`src/rtl/uart_tx_ctrl.sv`:
```
// uart_tx_ctrl
//   8N1 UART transmitter driven by the SEND bit of a control register.
//   When SEND is seen high in IDLE the byte on tx_data_i is captured and sent
//   (start bit, 8 data bits LSB first, stop bit). After the stop bit the
//   block spends one DONE cycle writing the control word back with SEND
//   cleared, through the register's interface-side write port.
//
// Ports
//   clk_i      : system clock, all state changes on the rising edge
//   rst_i      : synchronous active-high reset
//   ctrl_i     : live control register contents, bit 0 = SEND
//   tx_data_i  : byte to send, sampled only when a frame starts
//   wr_ctrl_o  : one-cycle write strobe into the control register (wr2_i)
//   ctrl_o     : write-back word into the control register (in2_i)
//   tx_o       : serial line, idle high
//   busy_o     : high while a frame is in progress
module uart_tx_ctrl #(
  parameter int CLKS_PER_BIT = 1042
) (
  input  logic        clk_i,
  input  logic        rst_i,
  input  logic [31:0] ctrl_i,
  input  logic [7:0]  tx_data_i,
  output logic        wr_ctrl_o,
  output logic [31:0] ctrl_o,
  output logic        tx_o,
  output logic        busy_o
);

  localparam logic [15:0] BAUD_LAST = 16'(CLKS_PER_BIT - 1);

  typedef enum logic [2:0] {
    IDLE  = 3'd0,
    START = 3'd1,
    DATA  = 3'd2,
    STOP  = 3'd3,
    DONE  = 3'd4
  } state_t;

  state_t      state, state_next;
  logic [15:0] baud_cnt, baud_cnt_next;
  logic [2:0]  bit_idx, bit_idx_next;
  logic [7:0]  shift, shift_next;
  logic        tx_next, busy_next, wr_next;
  logic        bit_end;

  assign bit_end = (baud_cnt == BAUD_LAST);

  // State and output registers. Outputs are loaded from the next-state
  // decode so they change on the same edge as the state they describe.
  always_ff @(posedge clk_i) begin
    if (rst_i) begin
      state     <= IDLE;
      baud_cnt  <= '0;
      bit_idx   <= '0;
      shift     <= '0;
      tx_o      <= 1'b1;
      busy_o    <= 1'b0;
      wr_ctrl_o <= 1'b0;
    end else begin
      state     <= state_next;
      baud_cnt  <= baud_cnt_next;
      bit_idx   <= bit_idx_next;
      shift     <= shift_next;
      tx_o      <= tx_next;
      busy_o    <= busy_next;
      wr_ctrl_o <= wr_next;
    end
  end

  // Next-state decode. SEND is only looked at in IDLE, so writes to the
  // control register during a frame cannot disturb it.
  always_comb begin
    state_next    = state;
    baud_cnt_next = baud_cnt;
    bit_idx_next  = bit_idx;
    shift_next    = shift;
    case (state)
      IDLE: begin
        baud_cnt_next = '0;
        bit_idx_next  = '0;
        if (ctrl_i[0]) begin
          state_next = START;
          shift_next = tx_data_i;
        end
      end
      START: begin
        if (bit_end) begin
          baud_cnt_next = '0;
          bit_idx_next  = '0;
          state_next    = DATA;
        end else begin
          baud_cnt_next = baud_cnt + 16'd1;
        end
      end
      DATA: begin
        if (bit_end) begin
          baud_cnt_next = '0;
          bit_idx_next  = bit_idx + 3'd1;
          if (bit_idx == 3'd7) state_next = STOP;
        end else begin
          baud_cnt_next = baud_cnt + 16'd1;
        end
      end
      STOP: begin
        if (bit_end) begin
          baud_cnt_next = '0;
          state_next    = DONE;
        end else begin
          baud_cnt_next = baud_cnt + 16'd1;
        end
      end
      DONE:    state_next = IDLE;
      default: state_next = IDLE;
    endcase
  end

  // Output decode from the upcoming state.
  always_comb begin
    tx_next   = 1'b1;
    busy_next = (state_next != IDLE);
    wr_next   = (state_next == DONE);
    case (state_next)
      START:   tx_next = 1'b0;
      DATA:    tx_next = shift_next[bit_idx_next];
      default: tx_next = 1'b1;
    endcase
  end

  // The strobe is registered, but the upper bits come from the live register
  // so any user update made before the DONE cycle is preserved by the
  // read-modify-write.
  assign ctrl_o = wr_ctrl_o ? {ctrl_i[31:1], 1'b0} : 32'h0;

endmodule

```
`config.mk`:
```
export PLATFORM = sky130hd
export DESIGN_NAME = uart_tx_ctrl
export DESIGN_NICKNAME = d
export VERILOG_FILES = /design/src/rtl/uart_tx_ctrl.sv
export SDC_FILE = /design/constraint.sdc
export NUM_CORES = 1
export LEC_CHECK = 0
export BUFFER_PORTS_ARGS = -buffer_cell sky130_fd_sc_hd__buf_2
export CAP_MARGIN = 20
export CORE_MARGIN = 4
export CORE_UTILIZATION = 35
export CTS_CLUSTER_SIZE = 20
export DETAILED_ROUTE_END_ITERATION = 6
export MAX_ROUTING_LAYER = met4
export RECOVER_POWER = 100
export SYNTH_ARGS = -nofsm -noshare
export SYNTH_HDL_FRONTEND = slang
export SYNTH_SLANG_ARGS = --single-unit
```
`constraint.sdc`:
```
create_clock -name clk_i -period 5.15 [get_ports clk_i]
set_input_delay 1.03 -clock clk_i [delete_from_list [all_inputs] [get_ports clk_i]]
set_output_delay 1.03 -clock clk_i [all_outputs]
set_load 0.005 [all_outputs]
```
==> results_dict.tcl <==
set metrics [dict create \
    synth_top_area_share_pct 34.7 \
    finalCritPeriodShare_pct 56.7 \
    yosysWarnings 0 \
    dp_cells 363 \
    final_cells 371 \
    via_count 1873 \
    rsz0062_at_grt "false" \
    antenna_found_initial 0 \
    ys.flop_type "dfxtp_1" \
    drt_iter0_drc 176 \
    synth_area_leader_cell "dfxtp_1" \
    synthCells 235 \
    cts.sinks 33 \
    path_clk_slew_ps 70 \
    synth_compound_area_share_pct 14.5 \
    finalSetupViolations 0 \
    start_kind "register" \
    clkPwrFrac_pct 44.5 \
    r2r_slack_ps 2230 \
    finalHoldViolCount 0 \
    async_flop_share_pct 0 \
    ctsResizeCount 0 \
    cts_buffer_depth 2 \
    crit_fanout 14 \
    synth_edf_count 0 \
    initial_core_util_pct 36.8 \
    fmax_mhz 343 \
    swShare_pct 21.5 \
    clk_latency_ps 280 \
    cts_hold_buf 0 \
    fp.dieH_um 81.7 \
    cts_root_buf "clkbuf_8" \
    ir_drop_v 0.000106 \
    worstMarginPinSlew_ps 1520 \
    grt_pass1_wl_um 7570 \
    ios 77 \
    wl_per_cell_um 13.1 \
    grtUsageTotal_pct 14.7 \
    cts_made_buffers 5 \
    hold_path.class "reg2reg" \
    finalMaxSlewViolations 48 \
    r2r_cells 7 \
    die_area_um2 6680 \
    power.leakage_nw 1.03 \
    ant_nets 0 \
    finalWorstSetupSlack_ps 2230 \
    finalNetCount 347 \
    diodes 0 \
    preCtsSetupSlack_ps 2260 \
    holdWs_ps 488 \
    worst_setup_path_end_kind "register" \
    maxSlewHeadroom_pct -2.44 \
    die_w_um 81.7 \
    overflow 0 \
    cp.arrival_ps 3100 \
    synthAdderAreaFrac_pct 3.29 \
    power_mw 0.565 \
    sequentialPowerShare_pct 47.0 \
    synthSimpleGateAreaFrac_pct 33.1 \
    grt_max_degree 34 \
    r2r_start "baud_cnt[1]$_SDFFE_PP0P_" \
    violations "capacitance limit, slew limit" \
    area_delta_synth_final_pct 25.3 \
    synth_area_um2 1900 \
    drc 0 \
    cts_tree "done" \
    internal_power_mw 0.443 \
    synth_top_family_by_area "simple AND/OR/NAND/NOR gates" \
    worstReg2RegEnd "baud_cnt[14]$_SDFFE_PP0P_" \
    row_count 26 \
    setup.worst_path.end "baud_cnt[14]$_SDFFE_PP0P_" \
    dp_hpwl_um 3520 \
    totalWireLength_um 4870 \
    worstSetupPathType "reg2reg" \
    vias_per_cell 5.05 \
    ys_types 43 \
    yosys-top-cells-area "dfxtp_1 35%, and2_1 11%, nor2_1 6.1%" \
    port_buffers 75 \
    crit_required_ps 5330 \
    switchingPower_mw 0.122 \
    h-tree-depth 2 \
    synth_top_cells_by_count "33 x and2_1, 33 x dfxtp_1, 31 x nor2_1" \
    p_per_area_nw_per_um2 237 \
    drtPass1Iterations 4 \
    status "finished, violations left" \
    tns_ps 0 \
    grt_pass1_vias 1657 \
    gp_congestion 0.777 \
    synth_nets 282 \
    synth_xor_area_share_pct 0.461 \
    seq_area_frac_synth_pct 34.7 \
    drv_cap 2 \
    drive_above_1_share_pct 22.9 \
    min_period_ps 2920 \
    synth.area.mux_share_pct 8.62 \
    p_comb_share_pct 8.5 \
    fin_skew_ps 9.75 \
    core-area_um2 5170 \
    post_cts_buffers 0 \
    cp-startpoint "baud_cnt[1]$_SDFFE_PP0P_" \
    ys_ff_latch 33 \
    postSynthAreaPerCell_um2 8.09 \
]
[registers in the layout, indices dropped and copies added (netlist names)]
signal	cells
baud_cnt	16
bit_idx	3
busy_o	1
shift	8
state	3
tx_o	1
wr_ctrl_o	1
[critical path: stages (launching register included)]
cell and delay (ps):
dfxtp_1 400, inv_1 60, ha_1 180, nor4b_1 130, and4_1 280, nor3_1 1230
a41oi_1 250, a311oi_1 290
[worst min-delay path by stage]
stage	startpoint	end	slack, ps	cells after the start
after floorplan	shift[4]$_SDFF_PP0_	shift[4]$_SDFF_PP0_	450	2
after global placement	shift[3]$_SDFF_PP0_	shift[3]$_SDFF_PP0_	470	2
after detailed placement	shift[1]$_SDFF_PP0_	shift[1]$_SDFF_PP0_	480	2
after CTS	shift[1]$_SDFF_PP0_	shift[1]$_SDFF_PP0_	500	2
after global routing	shift[4]$_SDFF_PP0_	shift[4]$_SDFF_PP0_	510	2
final	shift[3]$_SDFF_PP0_	shift[3]$_SDFF_PP0_	490	2
[layout make-up]
class | instances | area [um2]
fill | 535 | 2790
multi-input combinational | 180 | 1140
sequential | 33 | 661
timing repair buffer | 75 | 355
tap | 70 | 87.6
clock buffer | 7 | 86.3
clock inverter | 1 | 30.0
inverter | 5 | 18.8
[routing by layer]
metal | up-vias | track usage (%) | part of all wire, %
met5 | - | - | 0
met3 | 5 | 2.52 | 10
met1 | 838 | 17.5 | 44
met2 | 80 | 25.0 | 45
li1 | 950 | - | -
met4 | 0 | 5.15 | 1.2
[stage by stage]
stage / instance area [um2] / util (%)
after floorplan: 1900 / -
after global placement: 2290 / 44.3
after detailed placement: 2290 / 44.3
after CTS: 2410 / 46.5
after global routing: 2380 / 46.1
final: 2380 / 46.1
[layout by cell type, fill, tap and decap left out, types with 2 or more instances in the layout]
cell type,instances
a41oi_1,3
o21ai_0,14
a21oi_1,12
nor4b_1,5
or3_1,2
clkbuf_1,16
a211oi_1,3
nand3b_1,4
a21o_1,2
nor2_1,31
and2_0,11
a311oi_1,3
a31oi_1,2
dfxtp_1,33
nor3_1,5
nand2_1,12
ha_1,5
clkbuf_8,6
buf_2,59
nand3_1,9
and2_1,22
inv_1,5
and3_1,8
mux2i_1,10
[power groups by stage]
stage,logic (mW),registers (mW),clock network [mW]
global route,0.0547,0.266,0.267
floorplan,0.0304,0.269,0
global placement,0.0484,0.271,0
finish,0.0482,0.265,0.251
CTS,0.0490,0.265,0.257
detailed placement,0.0487,0.271,0
[cells by family (layout without fill, tap and decap cells)]
kind of cell / Yosys count / after routing
other: 1 / 1
muxes: 13 / 13
and+or+nand+nor: 116 / 116
AOI/OAI and AO/OA: 44 / 44
DFF: 33 / 33
xor gates and xnor gates: 1 / 1
buffers and inverters: 22 / 88
adders and majority gates: 5 / 5
No activity file was read; power rests on OpenSTA's default activity.
